**src/rtl/sprite_line_gen.sv**
```systemverilog
// Per-line sprite pixel generator: double-buffered texel row, fractional horizontal
// scaling and mirroring, producing a registered palette index and opaque flag per pixel.
module sprite_line_gen #(
    parameter int BPP   = 2,
    parameter int SPR_W = 16,
    parameter int POS_W = 9,
    parameter int SCL_W = 4,
    parameter int FRAC  = 3
) (
    input  logic                 clk,
    input  logic                 rst_n,
    input  logic                 i_line_start,
    input  logic [POS_W-1:0]     i_pix_x,
    input  logic [POS_W-1:0]     i_pos_x,
    input  logic [SCL_W-1:0]     i_scale,
    input  logic                 i_mirror,
    input  logic                 i_enable,
    input  logic [BPP*SPR_W-1:0] i_row_data,
    input  logic                 i_row_valid,
    output logic                 o_row_ready,
    output logic [BPP-1:0]       o_col,
    output logic                 o_col_valid,
    output logic                 o_busy
);

    localparam int IDX_W = $clog2(SPR_W);
    localparam int ACC_W = IDX_W + FRAC + 1;

    typedef enum logic [1:0] {S_IDLE, S_WAIT, S_DRAW, S_DONE} state_t;

    state_t                 r_state;
    state_t                 w_state_nxt;
    logic [BPP*SPR_W-1:0]   r_shadow;
    logic [BPP*SPR_W-1:0]   r_active;
    logic                   r_shadow_full;
    logic [ACC_W-1:0]       r_acc;
    logic [ACC_W-1:0]       r_step;
    logic                   r_mirror;
    logic [POS_W-1:0]       r_pos_x;
    logic [BPP-1:0]         r_col;
    logic                   r_col_valid;

    logic [SCL_W-1:0]       w_step_raw;
    logic [ACC_W-1:0]       w_step;
    logic                   w_load;
    logic                   w_row_avail;
    logic                   w_start_ok;
    logic                   w_hit;
    logic                   w_draw;
    logic [IDX_W:0]         w_idx;
    logic                   w_in_row;
    logic [IDX_W-1:0]       w_sel;
    logic [BPP-1:0]         w_texel;

    assign w_step_raw  = ~i_scale;
    assign w_step      = ACC_W'(w_step_raw);
    assign w_load      = i_row_valid & ~r_shadow_full;
    assign w_row_avail = r_shadow_full | i_row_valid;
    assign w_start_ok  = i_enable & w_row_avail & (w_step != '0);
    assign w_hit       = (r_state == S_WAIT) && (i_pix_x == r_pos_x);

    // The accumulator never exceeds 2*SPR_W texels, so the idx MSB alone flags "past the row".
    assign w_idx    = r_acc[ACC_W-1:FRAC];
    assign w_in_row = ~w_idx[IDX_W];
    assign w_sel    = r_mirror ? w_idx[IDX_W-1:0] : ~w_idx[IDX_W-1:0];
    assign w_texel  = r_active[BPP*w_sel +: BPP];

    always_comb begin
        w_state_nxt = r_state;
        w_draw      = 1'b0;
        if (i_line_start) begin
            w_state_nxt = w_start_ok ? S_WAIT : S_IDLE;
        end else begin
            case (r_state)
                S_WAIT: begin
                    if (w_hit) begin
                        w_state_nxt = S_DRAW;
                        w_draw      = 1'b1;
                    end
                end
                S_DRAW: begin
                    if (w_in_row) w_draw = 1'b1;
                    else          w_state_nxt = S_DONE;
                end
                default: ;
            endcase
        end
    end

    always_ff @(posedge clk or negedge rst_n) begin
        if (!rst_n) r_state <= S_IDLE;
        else        r_state <= w_state_nxt;
    end

    // Row buffering: a line_start swap takes precedence over a shadow load.
    always_ff @(posedge clk or negedge rst_n) begin
        if (!rst_n) begin
            r_shadow      <= '0;
            r_active      <= '0;
            r_shadow_full <= 1'b0;
        end else if (i_line_start) begin
            if (r_shadow_full) begin
                r_active      <= r_shadow;
                r_shadow_full <= 1'b0;
            end else if (i_row_valid) begin
                r_active <= i_row_data;
            end
        end else if (w_load) begin
            r_shadow      <= i_row_data;
            r_shadow_full <= 1'b1;
        end
    end

    always_ff @(posedge clk or negedge rst_n) begin
        if (!rst_n) begin
            r_acc    <= '0;
            r_step   <= '0;
            r_mirror <= 1'b0;
            r_pos_x  <= '0;
        end else if (i_line_start) begin
            r_acc    <= '0;
            r_step   <= w_step;
            r_mirror <= i_mirror;
            r_pos_x  <= i_pos_x;
        end else if (w_hit) begin
            r_acc <= r_step;
        end else if (r_state == S_DRAW && w_in_row) begin
            r_acc <= r_acc + r_step;
        end
    end

    // Output stage: one cycle behind the pixel it describes.
    always_ff @(posedge clk or negedge rst_n) begin
        if (!rst_n) begin
            r_col       <= '0;
            r_col_valid <= 1'b0;
        end else begin
            r_col       <= w_draw ? w_texel : '0;
            r_col_valid <= w_draw && (w_texel != '0);
        end
    end

    assign o_row_ready = ~r_shadow_full;
    assign o_col       = r_col;
    assign o_col_valid = r_col_valid;
    assign o_busy      = (r_state != S_IDLE);

endmodule

```
**config.mk**
```make
export PLATFORM = sky130hd
export DESIGN_NAME = sprite_line_gen
export DESIGN_NICKNAME = d
export VERILOG_FILES = /design/src/rtl/sprite_line_gen.sv
export SDC_FILE = /design/constraint.sdc
export NUM_CORES = 1
export LEC_CHECK = 0
export ABC_AREA = 0
export BUFFER_PORTS_ARGS = -buffer_cell sky130_fd_sc_hd__buf_2
export CAP_MARGIN = 40
export CELL_PAD_IN_SITES_DETAIL_PLACEMENT = 0
export CELL_PAD_IN_SITES_GLOBAL_PLACEMENT = 1
export CORE_ASPECT_RATIO = 0.8
export CORE_MARGIN = 4
export CORE_UTILIZATION = 40
export CTS_BUF_LIST = sky130_fd_sc_hd__clkbuf_4
export CTS_CLUSTER_SIZE = 25
export DETAILED_ROUTE_END_ITERATION = 7
export GPL_TIMING_DRIVEN = 0
export PLACE_DENSITY_LB_ADDON = 0.1
export SYNTH_ARGS = -nofsm -noshare
export SYNTH_HDL_FRONTEND = slang
export SYNTH_SLANG_ARGS = --single-unit
```
**constraint.sdc**
```tcl
create_clock -name clk -period 3.3 [get_ports clk]
set_input_delay 0.33 -clock clk [delete_from_list [all_inputs] [get_ports clk]]
set_output_delay 0.33 -clock clk [all_outputs]
set_load 0.02 [all_outputs]
```
=== Yosys cells after proc, flatten, opt, wreduce, memory -nomap -nowiden ===
Cells that the tools add are included.

* Flip-flop bits (word level): 92
* Input bits: 60
* Output and inout bits: 5
* Word-level logic and storage cells: 57

* $add $sub $neg: 1
* Eq/ne operators: 5
* Shift-type cells: 1
* Mux-type cells: 18
* Bitwise logic cells: 9
* Reduce and logical (&&, ||, !) cells: 13

{| class="wikitable"
|+ Operator list
! kind !! number
|-
| $mux 32 || 2
|-
| $shiftx 32x6->2 || 1
|-
| $mux 8 || 3
|-
| $eq 9x9->1 || 1
|-
| $add 8x4->8 || 1
|-
| $mux 2 || 4
|-
| $not 4->4 || 2
|-
| $reduce_bool 2->1 || 4
|-
| $reduce_bool 8->1 || 1
|-
| $mux 1 || 6
|-
| $ne 3x3->1 const B || 2
|-
| $reduce_bool 3->1 || 2
|-
| $mux 4 || 1
|-
| $pmux 2 s2 || 1
|-
| $reduce_and 2->1 || 2
|-
| $and 1x1->1 || 3
|-
| $logic_and 1x1->1 || 3
|-
| $not 1->1 || 3
|-
| $reduce_and 3->1 || 1
|-
| $eq 2x1->1 const B || 1
|-
| $eq 2x2->1 const B || 1
|-
| $pmux 1 s2 || 1
|-
| $or 1x1->1 || 1
|}

=== Logic depth before layout (Yosys ltp) ===
Gate-level depths: netlist of run 1.

* Word-level depth: 6
* Depth in mapped cells: 9

=== Worst setup path after synthesis of run 1 ===
No wires, ideal clock.

* Kind: register to register
* Start point: register r_step[0]
* End point: register r_acc[6]
* Data arrival time: 1,598 ps
* Path slack: 1,583 ps
* Stages on the path, launching flop included: 10
* Buffers on the path: 0
* Period minus slack after synthesis: 1,717 ps
* Cells stage by stage: dfrtp_1 > ha_1 > inv_1 > fa_1 > nor2b_1 > o21ai_0 > a21oi_1 > nand3_1 > xor2_1 > nor2_1

* Word-level cells in the longest chain between the ends: 4

{| class="wikitable"
|+ RTL lines
! element !! RTL line !! source
|-
| start, declared || 37 || <nowiki>logic [ACC_W-1:0] r_step;</nowiki>
|-
| start signal, assigned || 122 || <nowiki>r_step <= w_step;</nowiki>
|-
| $add 8x4->8 || 128 || <nowiki>r_acc <= r_acc + r_step;</nowiki>
|-
| $mux 8 || 127 || <nowiki>end else if (r_state == S_DRAW && w_in_row) begin</nowiki>
|-
| $mux 8 || 125 || <nowiki>end else if (w_hit) begin</nowiki>
|-
| $mux 8 || 120 || <nowiki>end else if (i_line_start) begin</nowiki>
|-
| end signal, assigned || 126 || <nowiki>r_acc <= r_step;</nowiki>
|-
| end signal, assigned || 128 ||
|-
| end, declared || 36 || <nowiki>logic [ACC_W-1:0] r_acc;</nowiki>
|}

Every way passes these cells. The select of a mux whose other input is x is not followed.
A chain may end at the register's enable or synchronous reset.

=== Worst setup path in the final report of run 1 ===
Same ends and word-level chain as after synthesis.

==> flow_summary.toml, run 1 <==
[run_status]
status = "finished, final reports clean"

[sta]
hold_viol_final = 0
fmax_ghz = 0.496
finalCritPeriodShare_pct = 61.0
maxSlewViolCount = 0
setup_viol = 0
tightest_slew_ps = 749
setup_tns_ps = 0
rsz0062_at_grt = "no"
min_period_ps = 2010
skew_ps = 19.2
slew_headroom_pct = 50.1

[die]
placementRows = 35
die_h_um = 106
ioPinCount = 65
die_w_um = 130
start_util_pct = 41.1
die_area_um2 = 13700
coreArea_um2 = 11600

[clock_tree]
h-tree-depth = 3
numCtsBuffers = 9
path_clk_slew_ps = 150
cts_tree = "built"
cts_num_sinks = 92
clock_path_buffers = 2
post-cts-setup-buffers = 0
holdBufCountCts = 1
clk_latency_ps = 450
ctsResizeCount = 0
cts_root_buffer = "clkbuf_4"

[detailed_routing]
first_pass_iters = 5
drt_drc_violations_left = 0
route.vias.total = 3382
routed_wl_um = 10400
ant_nets = 0
avgViaCountPerCell = 5.12
wire_per_inst_um = 15.7
drt_iter0_markers = 114

[yosys]
syn_area_per_cell_um2 = 11.1
yosysMostFrequentCell = "dfrtp_1"
ys_warn_count = 0
synth_edf_count = 0
synthCells = 430
synth.area.top_cells = "dfrtp_1 48%, mux2i_1 12%, mux2_2 7.8%, o21ai_0 4.0%, mux2_1 3.5%"
synth-seq-area-share_pct = 48.3
synth.cell_area_um2 = 4770
ys_ff_latch = 92
synthFlopType = "dfrtp_1"
synth_top_area_cell = "dfrtp_1"
synth_fp_nets = 498
ys_types = 45
synth_top_area_share_pct = 48.3
ys_top_cells_by_count = "92 x dfrtp_1, 56 x mux2i_1, 38 x nand2_1, 38 x o21ai_0, 33 x mux2_2"
async_flop_share_pct = 100

[power]
switching_share_pct = 29.5
p_leak_nw = 2.39
switchingPower_mw = 0.704
p_per_area_nw_per_um2 = 440
p_seq_share_pct = 58.4
pwr-share-comb_pct = 18.8
p_total_mw = 2.39
p_clk_share_pct = 22.8
p_int_mw = 1.68
vdd_drop_max_uv = 322

[setup_path]
required_ps = 3640
arrival_ps = 2350
critPathKind = "register to register"
crit_path_start_kind = "register"
cp-end-kind = "register"
worstPathMaxFanout = 3

[min_path]
hold_class = "input pin to register"

[layout]
drive_above_1_share_pct = 26.6
final_area_um2 = 5430
area_growth_pct = 13.8
final_nets = 574

[placed_design]
port_buffers = 63
hpwlAfterDp_um = 7880
gp_congestion = 0.905
dpl-instance-area_um2 = 5300

[global_routing]
busiest_layer = "met2"
grt_pass1_vias = 3346
use_met1_pct = 23.7
grt_overflow = 0
met3_usage_pct = 4.15
grt_pass1_wl_um = 17600
met2_usage_pct = 24.3
antenna_found_initial = 0
grt_start_max_net_pins = 58
track_usage_pct = 16.3

[job]
maxCapViolCount = 0
-- power groups by stage --
stage               registers (mW)  clock network (mW)  logic (mW)
floorplan                     1.38                   0       0.318
global placement              1.41                   0       0.441
detailed placement            1.42                   0       0.457
CTS                           1.39               0.577       0.460
global route                  1.42               0.625       0.516
finish                        1.39               0.544       0.449
-- worst paths after layout --
kind | start | to | slack [ps] | cells after the start
max | r_step[0]$_DFFE_PN0P_ | r_acc[6]$_DFFE_PN0P_ | 1290 | 9
min | i_scale[0] | r_step[0]$_DFFE_PN0P_ | 50 | 2
max reg2reg | r_step[0]$_DFFE_PN0P_ | r_acc[6]$_DFFE_PN0P_ | 1290 | 9
min reg2reg | r_shadow[31]$_DFFE_PN0P_ | r_shadow[31]$_DFFE_PN0P_ | 500 | 1
max in group asynchronous | rst_n | r_active[16]$_DFFE_PN0P_ | 2270 | 3
min in group asynchronous | rst_n | r_step[2]$_DFFE_PN0P_ | 360 | 2
-- stage by stage --
stage                     hold WS, ps  util, %  setup WS (ps)  std cells
final                            45.4     46.8           1290        660
after global routing             14.2     46.7           1110        659
after CTS                        14.2     46.7           1290        659
after detailed placement          326     45.6           1310        642
after global placement            468     45.4            967        641
after floorplan                  34.4        -           1580        430
-- layer usage --
layer	part of all wire (%)	up-vias	routed length (um)
met5	0	-	0
met4	1.0	0	108
met3	4.2	9	439
met2	46	64	4780
met1	49	1648	5070
li1	-	1661	-
-- placed cells by master, fill, tap and decap left out, types with 3 or more instances in the layout --
cell type,n
dfrtp_1,92
mux2_2,33
inv_1,11
a21oi_1,28
clkbuf_4,11
buf_1,4
mux2_1,15
nor2_1,21
o22ai_1,4
clkbuf_1,10
a22oi_1,3
nor2b_1,5
mux2i_1,56
buf_2,68
o21ai_0,38
nand3_1,4
xnor2_1,13
buf_6,3
nand2_1,38
ha_1,7
-- flip-flops by register name, summed over array words and instances (netlist names) --
signal	flops
r_state	2
r_step	4
r_pos_x	9
o_col_valid	1
r_shadow	32
o_col	2
r_acc	8
r_active	32
r_shadow_full	1
r_mirror	1
-- kinds of logic after synthesis --
kind of cell	count (synthesis)	synth area share (%)
buffers and inverters	39	4.67
muxes	106	23.7
DFF	92	48.3
xor gates and xnor gates	15	2.76
adders and majority gates	8	2.26
and+or+nand+nor	82	7.72
AOI/OAI and AO/OA	88	10.6
-- layout make-up --
cell class / instances / area, um2
fill: 1142 / 6180
sequential: 92 / 2300
multi-input combinational: 299 / 2240
timing repair buffer: 65 / 355
tap: 148 / 185
buffer: 27 / 178
clock buffer: 10 / 75.1
inverter: 12 / 45.0
clock inverter: 6 / 41.3
antenna: 1 / 2.50
-- critical path, cell delays in order (launching register included) --
cell,delay [ps]
dfrtp_1,420
ha_1,190
inv_1,50
fa_1,370
nor2b_1,150
o21ai_0,90
a21oi_1,280
nand3_1,140
xor2_1,160
nor2_1,50
Power figures use the tool's default switching activity.
==> inputs of run 2 (changes only) <==
--- a/config.mk
+++ b/config.mk
@@ -5,7 +5,7 @@
 export SDC_FILE = /design/constraint.sdc
 export NUM_CORES = 1
 export LEC_CHECK = 0
-export ABC_AREA = 0
+export ABC_AREA = 1
 export BUFFER_PORTS_ARGS = -buffer_cell sky130_fd_sc_hd__buf_2
 export CAP_MARGIN = 40
 export CELL_PAD_IN_SITES_DETAIL_PLACEMENT = 0
==> constraint.sdc (replaced) <==
create_clock -name clk -period 1.71 [get_ports clk]
set_input_delay 0.171 -clock clk [delete_from_list [all_inputs] [get_ports clk]]
set_output_delay 0.171 -clock clk [all_outputs]
set_load 0.02 [all_outputs]
==> flow_summary.toml, run 2 <==
[min_path]
hold_class = "input pin to register"

[global_routing]
grt_pass1_vias = 4051
grt_start_max_net_pins = 48
grt_pass1_wl_um = 19600
antenna_found_initial = 0
grt_overflow = 0
track_usage_pct = 18.3

[detailed_routing]
ant_nets = 0
avgViaCountPerCell = 4.78
wire_per_inst_um = 13.7
routed_wl_um = 11400
route.vias.total = 3969
first_pass_iters = 4
drt_drc_violations_left = 0
drt_iter0_markers = 178

[yosys]
ys_warn_count = 0
synthCells = 548
synth_top_area_cell = "dfrtp_1"
synthFlopType = "dfrtp_1"
ys_ff_latch = 92
synth_top_area_share_pct = 50.3
yosysMostFrequentCell = "nand2_1"
synth-seq-area-share_pct = 50.3
async_flop_share_pct = 100
synth_edf_count = 0
synth_fp_nets = 616
syn_area_per_cell_um2 = 8.35
synth.cell_area_um2 = 4570
synth.area.top_cells = "dfrtp_1 50%, nand2_1 13%, inv_1 4.9%, nand3_1 4.6%, o21ai_0 4.6%"
ys_types = 33
ys_top_cells_by_count = "163 x nand2_1, 92 x dfrtp_1, 60 x inv_1, 42 x nand3_1, 42 x o21ai_0"

[setup_path]
arrival_ps = 2030
required_ps = 2100
cp-end-kind = "register"
cpMaxStageDelayCell = "dfrtp_1"
crit_chain = "ha_2 -> inv_2 -> fa_2 -> o21ai_4 -> nand4_1 -> xor2_1 -> nor2_1"
crit_path_max_incr_delay_ps = 410
critPathKind = "register to register"
worstPathMaxFanout = 3
crit_path_start_kind = "register"

[die]
coreArea_um2 = 11000
placementRows = 34
start_util_pct = 41.5
die_area_um2 = 13200
die_w_um = 128
ioPinCount = 65
die_h_um = 104

[sta]
maxSlewViolCount = 0
finalCritPeriodShare_pct = 95.8
rsz0062_at_grt = "yes"
tightest_slew_ps = 641
slew_headroom_pct = 57.3
holdWs_ps = 139
min_period_ps = 1640
fin_ws_ps = 71.0
fmax_ghz = 0.610
hold_viol_final = 0
setup_viol = 0
skew_ps = 14.3

[power]
p_per_area_nw_per_um2 = 863
vdd_drop_max_uv = 626
p_leak_nw = 2.97

[placed_design]
gp_congestion = 0.791
place_inst = 757
hpwlAfterDp_um = 8050
port_buffers = 64
pre_cts_ws_ps = -250

[layout]
multi_input_area_um2 = 2010
final_cell_mix = "158 x nand2_1, 90 x dfrtp_1, 65 x buf_2"
area_growth_pct = 30.2
regArea_um2 = 2300
layout_commonest_cell = "nand2_1"
drive_above_1_share_pct = 20.5
fillerInstances = 1087
reg.largest.list = "r_active (32), r_shadow (32), r_pos_x (9)"
final_nets = 750
fin_cells = 831
num_antenna_cells = 0
final_util_pct = 54.0

[clock_tree]
clock_path_buffers = 2
cts_root_buffer = "clkbuf_4"
numCtsBuffers = 9
h-tree-depth = 3
clk_latency_ps = 440
path_clk_slew_ps = 140
cts_tree = "built"
cts_num_sinks = 92

[run_status]
status = "finished, final reports clean"

[job]
maxCapViolCount = 0
[run 2: final cells by class]
cell class | count | share of cell area [%]
Buffer | 23 | 2.52
Tap cell | 144 | 3.03
Clock buffer | 9 | 1.13
Inverter | 65 | 4.12
Timing Repair Buffer | 125 | 15.6
Sequential cell | 92 | 38.7
Multi-Input combinational cell | 366 | 33.8
Clock inverter | 7 | 1.13
[run 2: timing repair]
item | CTS | global route
setup endpoints to repair | 23 | 60
setup buffers | 3 | 9
hold buffers | 48 | 0
cloned | 0 | 0
hold endpoints to repair | 109 | 0
resized for setup | 14 | 32
pin swaps | 3 | 8
[run 2: worst paths after layout]
check	slack (ps)	startpoint	end	depth (start not counted)
min in group asynchronous	260	rst_n	r_step[1]$_DFFE_PN0P_	2
max in group asynchronous	810	rst_n	r_shadow[26]$_DFFE_PN0P_	3
worst min register to register	510	r_shadow[4]$_DFFE_PN0P_	r_shadow[4]$_DFFE_PN0P_	1
worst max register to register	70	r_step[0]$_DFFE_PN0P_	r_acc[6]$_DFFE_PN0P_	7
worst max-delay path	70	r_step[0]$_DFFE_PN0P_	r_acc[6]$_DFFE_PN0P_	7
worst min-delay path	140	i_line_start	r_state[0]$_DFFE_PN0P_	4
[run 2: cells by family after synthesis]
logic type	after synthesis	synth area share, %
buffers and inverters	90	8.04
adders and majority gates	8	2.35
AOI/OAI and AO/OA	89	11.2
xor gates and xnor gates	8	2.02
muxes	16	3.94
and+or+nand+nor	245	22.1
DFF	92	50.3
[run 2: where the power goes]
| part | switching, mW | leakage (nW) | internal (mW) |
|---|---|---|---|
| registers | 0.170 | 1.12 | 2.49 |
| clock network | 0.755 | 0.0710 | 0.439 |
| logic | 0.723 | 1.78 | 0.564 |
[run 2: critical path, delay by kind of cell (launching register included)]
kind	cells	cell delay (ps)
flip-flops	1	410
buffers and inverters	1	40
adder cells (fa/ha/maj)	2	570
AND/OR/NAND/NOR	2	220
XOR/XNOR	1	170
AO/OA/AOI/OAI	1	190
[run 2: per-layer routing]
layer	GRT usage [%]	up-vias	wire length (um)
li1	-	2042	-
met1	26.6	1857	5680
met2	28.1	63	5130
met3	3.45	7	441
met4	4.75	0	116
met5	0	-	0
[run 2: stage by stage]
stage / power, mW / TNS [ps] / instance area (um2)
after floorplan: 3.43 / 0 / 4570
after global placement: 3.79 / -45140 / 5070
after detailed placement: 3.83 / -1780 / 5100
after CTS: 5.15 / 0 / 5780
after global routing: 5.52 / -36.6 / 5950
final: 5.14 / 0 / 5950
==> inputs of run 3 (changes only) <==
--- a/config.mk
+++ b/config.mk
@@ -18,6 +18,8 @@
 export DETAILED_ROUTE_END_ITERATION = 7
 export GPL_TIMING_DRIVEN = 0
 export PLACE_DENSITY_LB_ADDON = 0.1
+export RECOVER_POWER = 100
+export SLEW_MARGIN = 25
 export SYNTH_ARGS = -nofsm -noshare
 export SYNTH_HDL_FRONTEND = slang
 export SYNTH_SLANG_ARGS = --single-unit
==> flow_summary.toml, run 3 (synthesis results as in run 2) <==
[setup_path]
crit_path_start_kind = "register"
crit_path_max_incr_delay_ps = 410
worstPathMaxFanout = 7
cpMaxStageDelayCell = "dfrtp_1"
arrival_ps = 2030
r2r_setup_slack_ps = 40
crit_chain = "buf_8 -> inv_2 -> nand2_1 -> nand2_2 -> buf_2 -> nand2_1 -> nand3_1 -> nand3_1 -> nand3_1 -> nand2_1 -> nand2_1 -> nand2_1"
cp-end-kind = "register"
cpMostUsedCell = "nand2_1"
required_ps = 2060
critPathKind = "register to register"

[placed_design]
pre_cts_ws_ps = -251
dpl-instance-area_um2 = 5110
port_buffers = 64
hpwlAfterDp_um = 8050
gp_congestion = 0.791
place_inst = 757

[power]
p_leak_nw = 2.96
p_per_area_nw_per_um2 = 863
p_total_mw = 5.14
vdd_drop_max_uv = 627

[detailed_routing]
first_pass_iters = 4
drt_drc_violations_left = 0
avgViaCountPerCell = 4.80
drt_iter0_markers = 176
routed_wl_um = 11500
wire_per_inst_um = 13.8
ant_nets = 0
route.vias.total = 3990

[global_routing]
grt_pass1_vias = 4036
grt_pass1_wl_um = 19600
grt_start_max_net_pins = 48
grt_overflow = 0
antenna_found_initial = 0
track_usage_pct = 18.2

[sta]
holdWs_ps = 131
fin_ws_ps = 38.8
tightest_slew_ps = 1230
setup_tns_ps = 0
maxSlewViolCount = 0
finalCritPeriodShare_pct = 97.7
rsz0062_at_grt = "yes"
skew_ps = 17.6
setup_viol = 0
fmax_ghz = 0.598
min_period_ps = 1670
hold_viol_final = 0
slew_headroom_pct = 17.8

[die]
ioPinCount = 65
die_w_um = 128
start_util_pct = 41.5
coreArea_um2 = 11000
placementRows = 34
die_h_um = 104
die_area_um2 = 13200

[layout]
final_cell_mix = "158 x nand2_1, 90 x dfrtp_1, 60 x buf_2"
num_antenna_cells = 0
final_nets = 751
layout_commonest_cell = "nand2_1"
multi_input_area_um2 = 2000
area_growth_pct = 30.3
drive_above_1_share_pct = 20.2
fillerInstances = 1097
fin_cells = 832
final_util_pct = 54.1
reg.largest.list = "r_active (32), r_shadow (32), r_pos_x (9)"
final_area_um2 = 5960
regArea_um2 = 2300

[clock_tree]
numCtsBuffers = 9
cts_root_buffer = "clkbuf_4"
clk_latency_ps = 440
cts_num_sinks = 92
clock_path_buffers = 2
cts_tree = "built"
path_clk_slew_ps = 150
h-tree-depth = 3

[run_status]
status = "finished, final reports clean"

[min_path]
hold_class = "input pin to register"

[job]
maxCapViolCount = 0
-- run 3: critical path: cells and delay by family (launching register included) --
| kind | cells | cell delay, ps |
|---|---|---|
| simple gates | 9 | 770 |
| buf+inv | 3 | 420 |
| flops | 1 | 410 |
-- run 3: power breakdown --
group | total (mW) | leakage (nW) | switching [mW] | internal (mW)
clock network | 1.18 | 0.0710 | 0.743 | 0.439
logic | 1.31 | 1.76 | 0.730 | 0.576
registers | 2.66 | 1.12 | 0.166 | 2.49
total | 5.14 | 2.96 | 1.64 | 3.50
-- run 3: metal layers --
layer	wire, um	GRT usage (%)	vias up
met4	67	4.06	0
met3	536	3.45	5
met1	5580	26.6	1883
met5	0	0	-
li1	-	-	2041
met2	5260	28.2	61
-- run 3: area by class of cell --
class | instances | share of cell area, %
Buffer | 23 | 2.50
Clock buffer | 9 | 1.13
Clock inverter | 7 | 1.13
Inverter | 65 | 4.16
Multi-Input combinational cell | 366 | 33.5
Sequential cell | 92 | 38.7
Tap cell | 144 | 3.02
Timing Repair Buffer | 126 | 15.9
-- run 3: worst paths after layout --
kind / end / depth (start not counted) / from
max: o_col_valid$_DFF_PN0_ / 12 / r_mirror$_DFFE_PN0P_
max in group asynchronous: r_active[20]$_DFFE_PN0P_ / 3 / rst_n
min: r_state[0]$_DFFE_PN0P_ / 4 / i_line_start
max reg2reg: o_col_valid$_DFF_PN0_ / 12 / r_mirror$_DFFE_PN0P_
min in group asynchronous: r_step[1]$_DFFE_PN0P_ / 2 / rst_n
min reg2reg: r_acc[2]$_DFFE_PN0P_ / 2 / r_acc[2]$_DFFE_PN0P_
-- run 3: timing repair --
action	4_1_cts	5_1_grt
endpoints found under the hold margin	109	0
gates resized for setup	14	34
pin swaps	3	8
gates cloned	0	1
hold buffers	48	0
buffers inserted	2	10
setup endpoints to repair	20	54
